### config.mk
export PLATFORM = sky130hd
export DESIGN_NAME = rv32i_multicycle
export DESIGN_NICKNAME = d
export VERILOG_FILES = /design/src/rtl/rv32i_multicycle_pkg.sv /design/src/rtl/rv32_regfile_sync.sv /design/src/rtl/rv32i_multicycle.sv
export SDC_FILE = /design/constraint.sdc
export NUM_CORES = 2
export LEC_CHECK = 0
export CORE_MARGIN = 10
export CORE_UTILIZATION = 45
export DETAILED_ROUTE_END_ITERATION = 7
export PLACE_DENSITY_LB_ADDON = 0.1
export SYNTH_ARGS = -nofsm -noshare
export SYNTH_HDL_FRONTEND = slang
export SYNTH_HIERARCHICAL = 1
export SYNTH_SLANG_ARGS = --single-unit
### constraint.sdc
create_clock -name clock -period 6.63 [get_ports clock]
set_input_delay 1.326 -clock clock [delete_from_list [all_inputs] [get_ports clock]]
set_output_delay 1.326 -clock clock [all_outputs]
set_load 0.03 [all_outputs]
### src/rtl/rv32i_multicycle_pkg.sv
// Shared RV32I definitions: FSM states, opcodes, ALU/branch/immediate/memop encodings
// and the combinational helpers used by the multicycle core.
package rv32i_multicycle_pkg;

    typedef enum logic [2:0] {S_FETCH, S_EXEC, S_MEM, S_WB, S_HALT} state_t;

    localparam logic [6:0] OP_LUI    = 7'b0110111;
    localparam logic [6:0] OP_AUIPC  = 7'b0010111;
    localparam logic [6:0] OP_JAL    = 7'b1101111;
    localparam logic [6:0] OP_JALR   = 7'b1100111;
    localparam logic [6:0] OP_BRANCH = 7'b1100011;
    localparam logic [6:0] OP_LOAD   = 7'b0000011;
    localparam logic [6:0] OP_STORE  = 7'b0100011;
    localparam logic [6:0] OP_IMM    = 7'b0010011;
    localparam logic [6:0] OP_REG    = 7'b0110011;
    localparam logic [6:0] OP_FENCE  = 7'b0001111;
    localparam logic [6:0] OP_SYSTEM = 7'b1110011;

    typedef enum logic [3:0] {
        ALU_ADD, ALU_SUB, ALU_SLL, ALU_SLT, ALU_SLTU,
        ALU_XOR, ALU_SRL, ALU_SRA, ALU_OR, ALU_AND
    } aluctr_t;

    typedef enum logic [2:0] {EXT_I, EXT_S, EXT_B, EXT_U, EXT_J} extop_t;

    localparam logic [2:0] BR_EQ  = 3'b000;
    localparam logic [2:0] BR_NE  = 3'b001;
    localparam logic [2:0] BR_LT  = 3'b100;
    localparam logic [2:0] BR_GE  = 3'b101;
    localparam logic [2:0] BR_LTU = 3'b110;
    localparam logic [2:0] BR_GEU = 3'b111;

    localparam logic [2:0] MEM_LB  = 3'b000;
    localparam logic [2:0] MEM_LH  = 3'b001;
    localparam logic [2:0] MEM_LW  = 3'b010;
    localparam logic [2:0] MEM_LBU = 3'b100;
    localparam logic [2:0] MEM_LHU = 3'b101;

    function automatic logic [31:0] immgen(input logic [31:0] ir, input extop_t ext);
        case (ext)
            EXT_S:   return {{20{ir[31]}}, ir[31:25], ir[11:7]};
            EXT_B:   return {{19{ir[31]}}, ir[31], ir[7], ir[30:25], ir[11:8], 1'b0};
            EXT_U:   return {ir[31:12], 12'b0};
            EXT_J:   return {{11{ir[31]}}, ir[31], ir[19:12], ir[20], ir[30:21], 1'b0};
            default: return {{20{ir[31]}}, ir[31:20]};
        endcase
    endfunction

    // Bit 30 selects SUB only for register-register ops; SRAI/SRA share it.
    function automatic aluctr_t aluctrof(input logic [2:0] f3, input logic bit30, input logic isimm);
        case (f3)
            3'b000:  return (bit30 && !isimm) ? ALU_SUB : ALU_ADD;
            3'b001:  return ALU_SLL;
            3'b010:  return ALU_SLT;
            3'b011:  return ALU_SLTU;
            3'b100:  return ALU_XOR;
            3'b101:  return bit30 ? ALU_SRA : ALU_SRL;
            3'b110:  return ALU_OR;
            default: return ALU_AND;
        endcase
    endfunction

    function automatic logic [31:0] alu(input logic [31:0] a, input logic [31:0] b, input aluctr_t ctr);
        case (ctr)
            ALU_SUB:  return a - b;
            ALU_SLL:  return a << b[4:0];
            ALU_SLT:  return {31'b0, $signed(a) < $signed(b)};
            ALU_SLTU: return {31'b0, a < b};
            ALU_XOR:  return a ^ b;
            ALU_SRL:  return a >> b[4:0];
            ALU_SRA:  return $signed(a) >>> b[4:0];
            ALU_OR:   return a | b;
            ALU_AND:  return a & b;
            default:  return a + b;
        endcase
    endfunction

    function automatic logic branchtaken(input logic [31:0] a, input logic [31:0] b, input logic [2:0] f3);
        case (f3)
            BR_EQ:   return a == b;
            BR_NE:   return a != b;
            BR_LT:   return $signed(a) < $signed(b);
            BR_GE:   return $signed(a) >= $signed(b);
            BR_LTU:  return a < b;
            BR_GEU:  return a >= b;
            default: return 1'b0;
        endcase
    endfunction

endpackage

### src/rtl/rv32_regfile_sync.sv
// 31 x 32-bit register file: two asynchronous read ports, one write port on the
// rising clock; x0 is not stored and always reads zero.
module rv32_regfile_sync (
    input  logic        clock,
    input  logic        we,
    input  logic [4:0]  waddr,
    input  logic [31:0] wdata,
    input  logic [4:0]  raddr1,
    input  logic [4:0]  raddr2,
    output logic [31:0] rdata1,
    output logic [31:0] rdata2
);

    logic [31:0] regs [31:1];

    always_ff @(posedge clock) begin
        if (we && waddr != 5'd0)
            regs[waddr] <= wdata;
    end

    assign rdata1 = (raddr1 == 5'd0) ? 32'd0 : regs[raddr1];
    assign rdata2 = (raddr2 == 5'd0) ? 32'd0 : regs[raddr2];

endmodule

### src/rtl/rv32i_multicycle.sv
// Multicycle RV32I core: FETCH -> EXEC -> (MEM -> (WB)) with one instruction in
// flight; faults and ECALL/EBREAK park the core in HALT until reset.
module rv32i_multicycle
    import rv32i_multicycle_pkg::*;
#(
    parameter logic [31:0] RESET_PC        = 32'h0000_0000,
    parameter int          CNT_W           = 32,
    parameter int          HALT_ON_ILLEGAL = 1
) (
    input  logic             clock,
    input  logic             reset,
    output logic [31:0]      imemaddr,
    output logic             imemreq,
    input  logic             imemready,
    input  logic [31:0]      imemdataout,
    output logic [31:0]      dmemaddr,
    output logic [31:0]      dmemdatain,
    input  logic [31:0]      dmemdataout,
    output logic [2:0]       dmemop,
    output logic             dmemwe,
    output logic             dmemreq,
    input  logic             dmemready,
    output logic             halted,
    output logic [CNT_W-1:0] instret,
    output logic [31:0]      dbgdata
);

    state_t      state;
    logic [31:0] pc, ir, mdr, addrreg, storereg;

    extop_t  extop;
    aluctr_t aluctr;
    logic    srcapc, srcazero, srcbimm, regwr;
    logic    isload, isstore, isbranch, isjal, isjalr, issystem, illegal;

    always_comb begin
        extop    = EXT_I;
        aluctr   = ALU_ADD;
        srcapc   = 1'b0;
        srcazero = 1'b0;
        srcbimm  = 1'b1;
        regwr    = 1'b0;
        isload   = 1'b0;
        isstore  = 1'b0;
        isbranch = 1'b0;
        isjal    = 1'b0;
        isjalr   = 1'b0;
        issystem = 1'b0;
        illegal  = 1'b0;
        case (ir[6:0])
            OP_LUI:    begin extop = EXT_U; srcazero = 1'b1; regwr = 1'b1; end
            OP_AUIPC:  begin extop = EXT_U; srcapc = 1'b1; regwr = 1'b1; end
            OP_JAL:    begin extop = EXT_J; isjal = 1'b1; regwr = 1'b1; end
            OP_JALR:   begin isjalr = 1'b1; regwr = 1'b1; end
            OP_BRANCH: begin extop = EXT_B; isbranch = 1'b1; end
            OP_LOAD:   isload = 1'b1;
            OP_STORE:  begin extop = EXT_S; isstore = 1'b1; end
            OP_IMM:    begin aluctr = aluctrof(ir[14:12], ir[30], 1'b1); regwr = 1'b1; end
            OP_REG:    begin aluctr = aluctrof(ir[14:12], ir[30], 1'b0); srcbimm = 1'b0; regwr = 1'b1; end
            OP_FENCE:  ;
            OP_SYSTEM: issystem = 1'b1;
            default:   illegal = 1'b1;
        endcase
    end

    logic [31:0] imm, rs1v, rs2v, alua, alub, aluresult, target, nextpc, rfwdata;
    logic        taken, misaligned, haltnow, rfwe;

    assign imm        = immgen(ir, extop);
    assign alua       = srcazero ? 32'd0 : (srcapc ? pc : rs1v);
    assign alub       = srcbimm ? imm : rs2v;
    assign aluresult  = alu(alua, alub, aluctr);
    assign taken      = isjal | isjalr | (isbranch & branchtaken(rs1v, rs2v, ir[14:12]));
    assign target     = isjalr ? (aluresult & ~32'd1) : (pc + imm);
    assign nextpc     = taken ? target : (pc + 32'd4);
    assign misaligned = taken & (target[1:0] != 2'b00);
    assign haltnow    = issystem | misaligned | (illegal & (HALT_ON_ILLEGAL != 0));

    // Loads/stores never write in EXEC because their regwr is clear.
    assign rfwe    = ~reset & (((state == S_EXEC) & ~haltnow & regwr) | (state == S_WB));
    assign rfwdata = (state == S_WB) ? mdr : ((isjal | isjalr) ? (pc + 32'd4) : aluresult);

    rv32_regfile_sync u_regfile (
        .clock  (clock),
        .we     (rfwe),
        .waddr  (ir[11:7]),
        .wdata  (rfwdata),
        .raddr1 (ir[19:15]),
        .raddr2 (ir[24:20]),
        .rdata1 (rs1v),
        .rdata2 (rs2v)
    );

    always_ff @(posedge clock) begin
        if (reset) begin
            state    <= S_FETCH;
            pc       <= RESET_PC;
            instret  <= '0;
            ir       <= 32'd0;
            mdr      <= 32'd0;
            addrreg  <= 32'd0;
            storereg <= 32'd0;
        end else begin
            case (state)
                S_FETCH: if (imemready) begin
                    ir    <= imemdataout;
                    state <= S_EXEC;
                end
                S_EXEC: if (haltnow) begin
                    state <= S_HALT;
                end else if (isload | isstore) begin
                    addrreg  <= aluresult;
                    storereg <= rs2v;
                    state    <= S_MEM;
                end else begin
                    pc      <= nextpc;
                    instret <= instret + CNT_W'(1);
                    state   <= S_FETCH;
                end
                S_MEM: if (dmemready) begin
                    if (isstore) begin
                        pc      <= pc + 32'd4;
                        instret <= instret + CNT_W'(1);
                        state   <= S_FETCH;
                    end else begin
                        mdr   <= dmemdataout;
                        state <= S_WB;
                    end
                end
                S_WB: begin
                    pc      <= pc + 32'd4;
                    instret <= instret + CNT_W'(1);
                    state   <= S_FETCH;
                end
                S_HALT: state <= S_HALT;
                default: state <= S_FETCH;
            endcase
        end
    end

    // Request strobes are masked by reset so a pending handshake drops immediately.
    assign imemaddr   = pc;
    assign imemreq    = (state == S_FETCH) & ~reset;
    assign dmemreq    = (state == S_MEM) & ~reset;
    assign dmemwe     = dmemreq & isstore;
    assign dmemaddr   = addrreg;
    assign dmemdatain = storereg;
    assign dmemop     = ir[14:12];
    assign halted     = (state == S_HALT);
    assign dbgdata    = pc;

endmodule

### After elaboration in Yosys (flattened, before gate mapping)

Memories as Yosys holds them, arrays and structs flattened. A register that Yosys moved wholly into a read port is not among the register bits.
Cells that the tools add are included.

| cells by class | value |
|---|---|
| add/sub/neg operators | 5 |
| $lt $le $gt $ge | 6 |
| equality and inequality tests | 42 |
| shift-type cells | 3 |
| mux-type cells | 50 |
| bitwise operators | 20 |
| reductions and logical operators | 16 |

Operators by type and width:

| kind | number |
|---|---|
| 32-bit two-way mux | 17 |
| 32-bit case mux with 9 select lines | 1 |
| 32-bit case mux with 3 select lines | 2 |
| 32-bit less-than comparator | 4 |
| 31-bit case mux with 4 select lines | 1 |
| 32-bit adder | 2 |
| 32-bit >= comparator | 2 |
| 4-bit case mux with 7 select lines | 2 |
| 32-bit by 1-bit adder with 32-bit output (second input constant) | 1 |
| 32-bit by 3-bit adder with 32-bit output (second input constant) | 1 |
| 32-bit AND | 1 |
| 32-bit == test | 1 |
| 32-bit != test | 1 |
| 32-bit OR | 1 |
| 32-bit by 5-bit << shifter with 32-bit output | 1 |
| 32-bit by 5-bit right shift with 32-bit output | 1 |
| 32-bit by 5-bit >>> shifter with 32-bit output | 1 |
| 32-bit subtractor | 1 |
| 32-bit bitwise XOR | 1 |
| 7-bit == test (second input constant) | 4 |
| 3-bit case mux with 4 select lines | 2 |
| 7-bit by 6-bit == test with 1-bit output (second input constant) | 3 |
| 5-bit two-way mux | 4 |
| 3-bit by 2-bit == test with 1-bit output (second input constant) | 6 |
| other kinds (30) | 81 |

| word-level totals | value |
|---|---|
| bits in registers | 195 |
| memory bits (writable) | 992 |
| input port bits | 68 |
| output and inout port bits | 167 |
| memories kept | 1 |

Memories:

| memory | words | bits a word | read ports | clocked after memory_dff | write ports | RTL line | text |
|---|---|---|---|---|---|---|---|
| u_regfile.regs | 31 | 32 | 2 | 2 | 1 | rv32_regfile_sync.sv:14 | `logic [31:0] regs [31:1];` |

### Logic depth before layout (Yosys ltp)

| logic depth | value |
|---|---|
| word-level depth | 21 |
| mapped depth | 27 |

### Modules after synthesis

Netlist, hierarchy kept.

By module, submodules not included:

| module | instances | cells an instance | area an instance (um2) | sequential area each (um2) |
|---|---|---|---|---|
| rv32_regfile_sync | 1 | 2856 | 46077.9 | 29788.6 |
| rv32i_multicycle | 1 | 3374 | 22574.2 | 3903.7 |

### Worst setup path before layout

No wires, ideal clock.

| timing path | value |
|---|---|
| path kind | register to register |
| from | reg ir[20] |
| to | mem u_regfile.regs[10][30], data pin |
| setup time | 0.372 ns |
| data arrival time | 6.322 ns |
| data required time | 6.258 ns |
| path slack | -0.064 ns |
| cell stages (with the launch flop) | 25 |
| buffers on the path | 6 |
| cell sequence | dfxtp_1 -> buf_2 -> buf_2 -> mux4_2 -> a22oi_1 -> nand4_1 -> nand2_1 -> nand3_1 -> inv_1 -> buf_2 -> buf_1 -> buf_2 -> buf_1 -> ha_1 -> nand2b_1 -> o311ai_0 -> a2111oi_0 -> o211ai_1 -> a2111oi_0 -> o311ai_0 -> a21oi_1 -> a211oi_1 -> o211ai_1 -> o21ai_0 -> a21oi_1 |

| between the ends | value |
|---|---|
| word-level cells in the longest chain between the ends | 7 |
| elaborated cells between the ends (all ways) | 15 |

Ends and longest elaborated chain:

| element | RTL line | text |
|---|---|---|
| from (decl) | rv32i_multicycle.sv:29 | `logic [31:0] pc, ir, mdr, addrreg, storereg;` |
| from (signal assigned) | rv32i_multicycle.sv:106 | `ir <= imemdataout;` |
| 5-bit logical NOT (*) | rv32_regfile_sync.sv:22 | `assign rdata2 = (raddr2 == 5'd0) ? 32'd0 : regs[raddr2];` |
| 32-bit two-way mux (*) | rv32_regfile_sync.sv:22 |  |
| via rs2v[3] | rv32i_multicycle.sv:66 | `logic [31:0] imm, rs1v, rs2v, alua, alub, aluresult, target, nextpc, rfwdata;` |
| 32-bit two-way mux (*) | rv32i_multicycle.sv:71 | `assign alub = srcbimm ? imm : rs2v;` |
| 32-bit adder, or another cell as far along | rv32i_multicycle_pkg.sv:74 | `default: return a + b;` |
| 32-bit case mux with 9 select lines (*) | rv32i_multicycle_pkg.sv:64 | `case (ctr)` |
| 32-bit two-way mux (*) (2 in series) | rv32i_multicycle.sv:81 | `assign rfwdata = (state == S_WB) ? mdr : ((isjal \| isjalr) ? (pc + 32'd4) : aluresult);` |
| via rfwdata[30] | rv32i_multicycle.sv:66 |  |
| to (decl) | rv32_regfile_sync.sv:14 |  |

Mark *: on every way through the listed nets, which the timed path passes. The rest lies on a longest branch.

### Worst setup path after layout

| timing path | value |
|---|---|
| from | reg ir[15] |
| to | mem u_regfile.regs[21][7], data pin |

| between the ends | value |
|---|---|
| word-level cells in the longest chain between the ends | 8 |
| elaborated cells between the ends (all ways) | 15 |

Ends and longest elaborated chain:

| element | RTL line | text |
|---|---|---|
| 5-bit logical NOT (*) | rv32_regfile_sync.sv:21 | `assign rdata1 = (raddr1 == 5'd0) ? 32'd0 : regs[raddr1];` |
| 32-bit two-way mux (*) | rv32_regfile_sync.sv:21 |  |
| via rs1v[3] | rv32i_multicycle.sv:66 |  |
| 32-bit two-way mux (*) (2 in series) | rv32i_multicycle.sv:70 | `assign alua = srcazero ? 32'd0 : (srcapc ? pc : rs1v);` |
| 32-bit adder, or another cell as far along | rv32i_multicycle_pkg.sv:74 |  |
| 32-bit case mux with 9 select lines (*) | rv32i_multicycle_pkg.sv:64 |  |
| 32-bit two-way mux (*) (2 in series) | rv32i_multicycle.sv:81 |  |
| via rfwdata[7] | rv32i_multicycle.sv:66 |  |

Marked as above.

==> flow_summary.toml <==
[timing]
tightest_slew_ps = 1310
fin_setup_tns_ps = 0
post-route-period-util = 0.987
hold_viol = 0
fin_skew_ps = 73.4
max_freq_ghz = 0.153
rsz0062_at_grt = "yes"
slew_headroom = 0.118
drv_slew = 0
setup_viol = 0
fin_crit_ps = 6550

[synthesis]
syn_nets = 6463
synth_top_area_share = 0.434
ys_top_cells_by_area = "edfxtp_1, mux2i_1, dfxtp_1"
async_flop_share = 0
post-synth-top-count-cell = "edfxtp_1"
synth_cell_types = 101
syn_area_per_cell_um2 = 11.0
yosys-top-cells-count = "edfxtp_1, mux2i_1, nand2_1"
synth-main-ff-cell = "edfxtp_1"
yosysSeqAreaShare = 0.491
yosysTopAreaCell = "edfxtp_1"
synth-seq-cells = 1187
syn_area_um2 = 68700
yosys_warnings = 6
syn_inst = 6230
synth_edf_count = 992

[power]
ir_drop_mv = 0.261
clockPowerShare = 0.313
switching_share = 0.345
switching_power_uw = 8350
p_per_area_nw_per_um2 = 287
leakage_uw = 0.0291
power_frac_comb = 0.320
seq_power_share = 0.367
internal_power_uw = 15900

[worst_setup_path]
timing.rr.end = "u_regfile/regs[21][7]"
crit_path_max_fanout = 31
cp_common_cell = "buf_4"
slowest_stage = "a2111oi_1"
reg2reg_slack_ps = 80
cpPeakStageDelay_ps = 790
endpoint_kind = "register"
crit_arrival_ps = 7050
required_ps = 7130
critical_path_class = "register to register"
rr_worst_depth = 25
startpoint_type = "register"
rr_startpoint = "ir[15]"

[clock_tree]
clkLatencyLatePin_ps = 820
cts_tree = "yes"
clock-root-buffer = "clkbuf_16"
path_clk_slew_ps = 60
cts.hold.buffers_added = 0
cts_buffers = 132
cts.htree.levels = 4
numClockSinks = 1187
ctsLongestPathBuffers = 3

[detailed_routing]
wl_per_cell_um = 35.3
wirelength_mm = 319
drt_first_pass_iters = 6
drt-initial-drc-count = 7515
drc_errors = 0
vias = 59800
viasPerCell = 6.62
final_antenna_net_count = 0

[die]
die_area_um2 = 169000
fp.coreArea_um2 = 152000
die_w_um = 411
rows = 143
io_pins = 235
start_util = 0.452
die_height_um = 411

[hold_path]
hp-class = "register to register"
worstHoldStart = "dmemdatain[12]"
holdPathStages = 2
min_to = "dmemdatain[12]"

[grt]
grt_use_met3 = 0.0625
grt_pass1_wl_mm = 439
grt_pass1_vias = 56700
grt_usage = 0.363
antenna_found_initial = 11
grt_use_met1 = 0.472
top_usage_layer = "met2"
grt_max_degree = 76
use_met2 = 0.573
overflow = 0

[final_layout]
fin_cells = 9025
final_util = 0.556
nFillCells = 13200
drive_gt1_frac = 0.189
num-nets-final = 7125
area_growth_pct = 22.9

[placement]
io_buffers = 234
routabilityCongestion = 1.04
dp_cells = 8752
dp_hpwl_mm = 237

[outcome]
run_status = "finished, final reports clean"

[job]
maxCapViolCount = 0
worst max-delay path: cells and delay by family, from the launching register on:
family | cells | cell delay, ps
flip-flops | 1 | 480
adder cells (fa/ha/maj) | 1 | 330
AO/OA/AOI/OAI | 6 | 1610
buffers and inverters | 8 | 1600
AND/OR/NAND/NOR | 10 | 2100
flip-flops by register name, summed over array words and instances (netlist names):
signal and flops:
ir 32, dmemaddr 32, state 3, dmemdatain 32, u_regfile/regs 992, mdr 32, instret 32, dbgdata 32
layer usage:
metal | wire length (µm) | vias to the layer above
li1 | - | 25300
met1 | 124000 | 30100
met2 | 145000 | 3650
met3 | 29000 | 740
met4 | 21400 | 4
met5 | 27 | -
through the flow:
stage                     hold WS, ps  worst slack [ps]  instance area [µm²]  power [µW]
after floorplan                   432              10.7                68700       12500
after global placement            444              -569                79200       16400
after detailed placement          446              -511                79200       16400
after CTS                         452              4.41                84000       24000
after global routing              474             -15.6                84300       24900
final                             451              83.1                84300       24200
final cells by class:
| class | instances | area, µm² | share of cell area |
|---|---|---|---|
| sequential | 1187 | 33700 | 0.400 |
| multi-input combinational | 4351 | 32400 | 0.384 |
| timing repair buffer | 1040 | 10500 | 0.125 |
| clock buffer | 150 | 3370 | 0.0400 |
| tap | 2030 | 2540 | 0.0301 |
| clock inverter | 85 | 1100 | 0.0130 |
| inverter | 180 | 676 | 0.00801 |
| antenna | 2 | 5.00 | 0.0000593 |
worst max-delay path by stage:
stage,startpoint,endpoint,depth (start not counted)
6_report,ir[15],u_regfile/regs[21][7],25
5_1_grt,ir[20],u_regfile/regs[29][25],25
3_3_place_gp,ir[20],u_regfile/regs[31][21],25
3_5_place_dp,ir[20],u_regfile/regs[30][25],25
4_1_cts,ir[21],u_regfile/regs[4][30],26
2_1_floorplan,ir[20],u_regfile/regs[10][24],24
cell families after synthesis:
kind of cell,after synthesis,share of synthesized area
multiplexers,848,0.154
buffers and inverters,692,0.0459
AND/OR/NAND/NOR,1625,0.109
adder cells (fa/ha/maj),165,0.0304
flip-flops,1187,0.491
XOR/XNOR,82,0.0105
AO/OA/AOI/OAI,1631,0.159
power groups by stage:
stage | sequential, µW | combinational (µW) | clock, µW
finish | 8880 | 7750 | 7570
CTS | 8870 | 7450 | 7650
floorplan | 9040 | 3440 | 0
global route | 8870 | 8020 | 7990
detailed placement | 9040 | 7350 | 0
global placement | 9040 | 7350 | 0
timing repair:
| item | 4_1_cts | 5_1_grt |
|---|---|---|
| endpoints found under the setup margin | 651 | 822 |
| cloned | 2 | 3 |
| pin swaps | 8 | 15 |
| buffers inserted | 18 | 13 |
| gates resized for setup | 24 | 36 |
cells in the final DEF (no fill, tap or decap), drive strengths merged, types with 18 or more instances in the layout:
master and n:
o311ai 18, nor2b 49, nand3 216, o31ai 30, xor2 25, a21boi 22, and2 33, nand2 607
o211ai 189, a22oi 327, nor4 25, o21a 25, o22ai 49, buf 803, clkdlybuf4s50 233, xnor2 57
nand2b 22, nor2 369, or3 25, nand4 124, o21ai 244, a21oi 395, and3 30, nor3 62
edfxtp 992, a21o 35, mux2i 669, a31oi 35, mux4 163, dfxtp 195, clkbuf 153, clkinv 63
a211oi 83, inv 183, a221oi 19, ha 162
No activity file was read; power rests on OpenSTA's default activity.
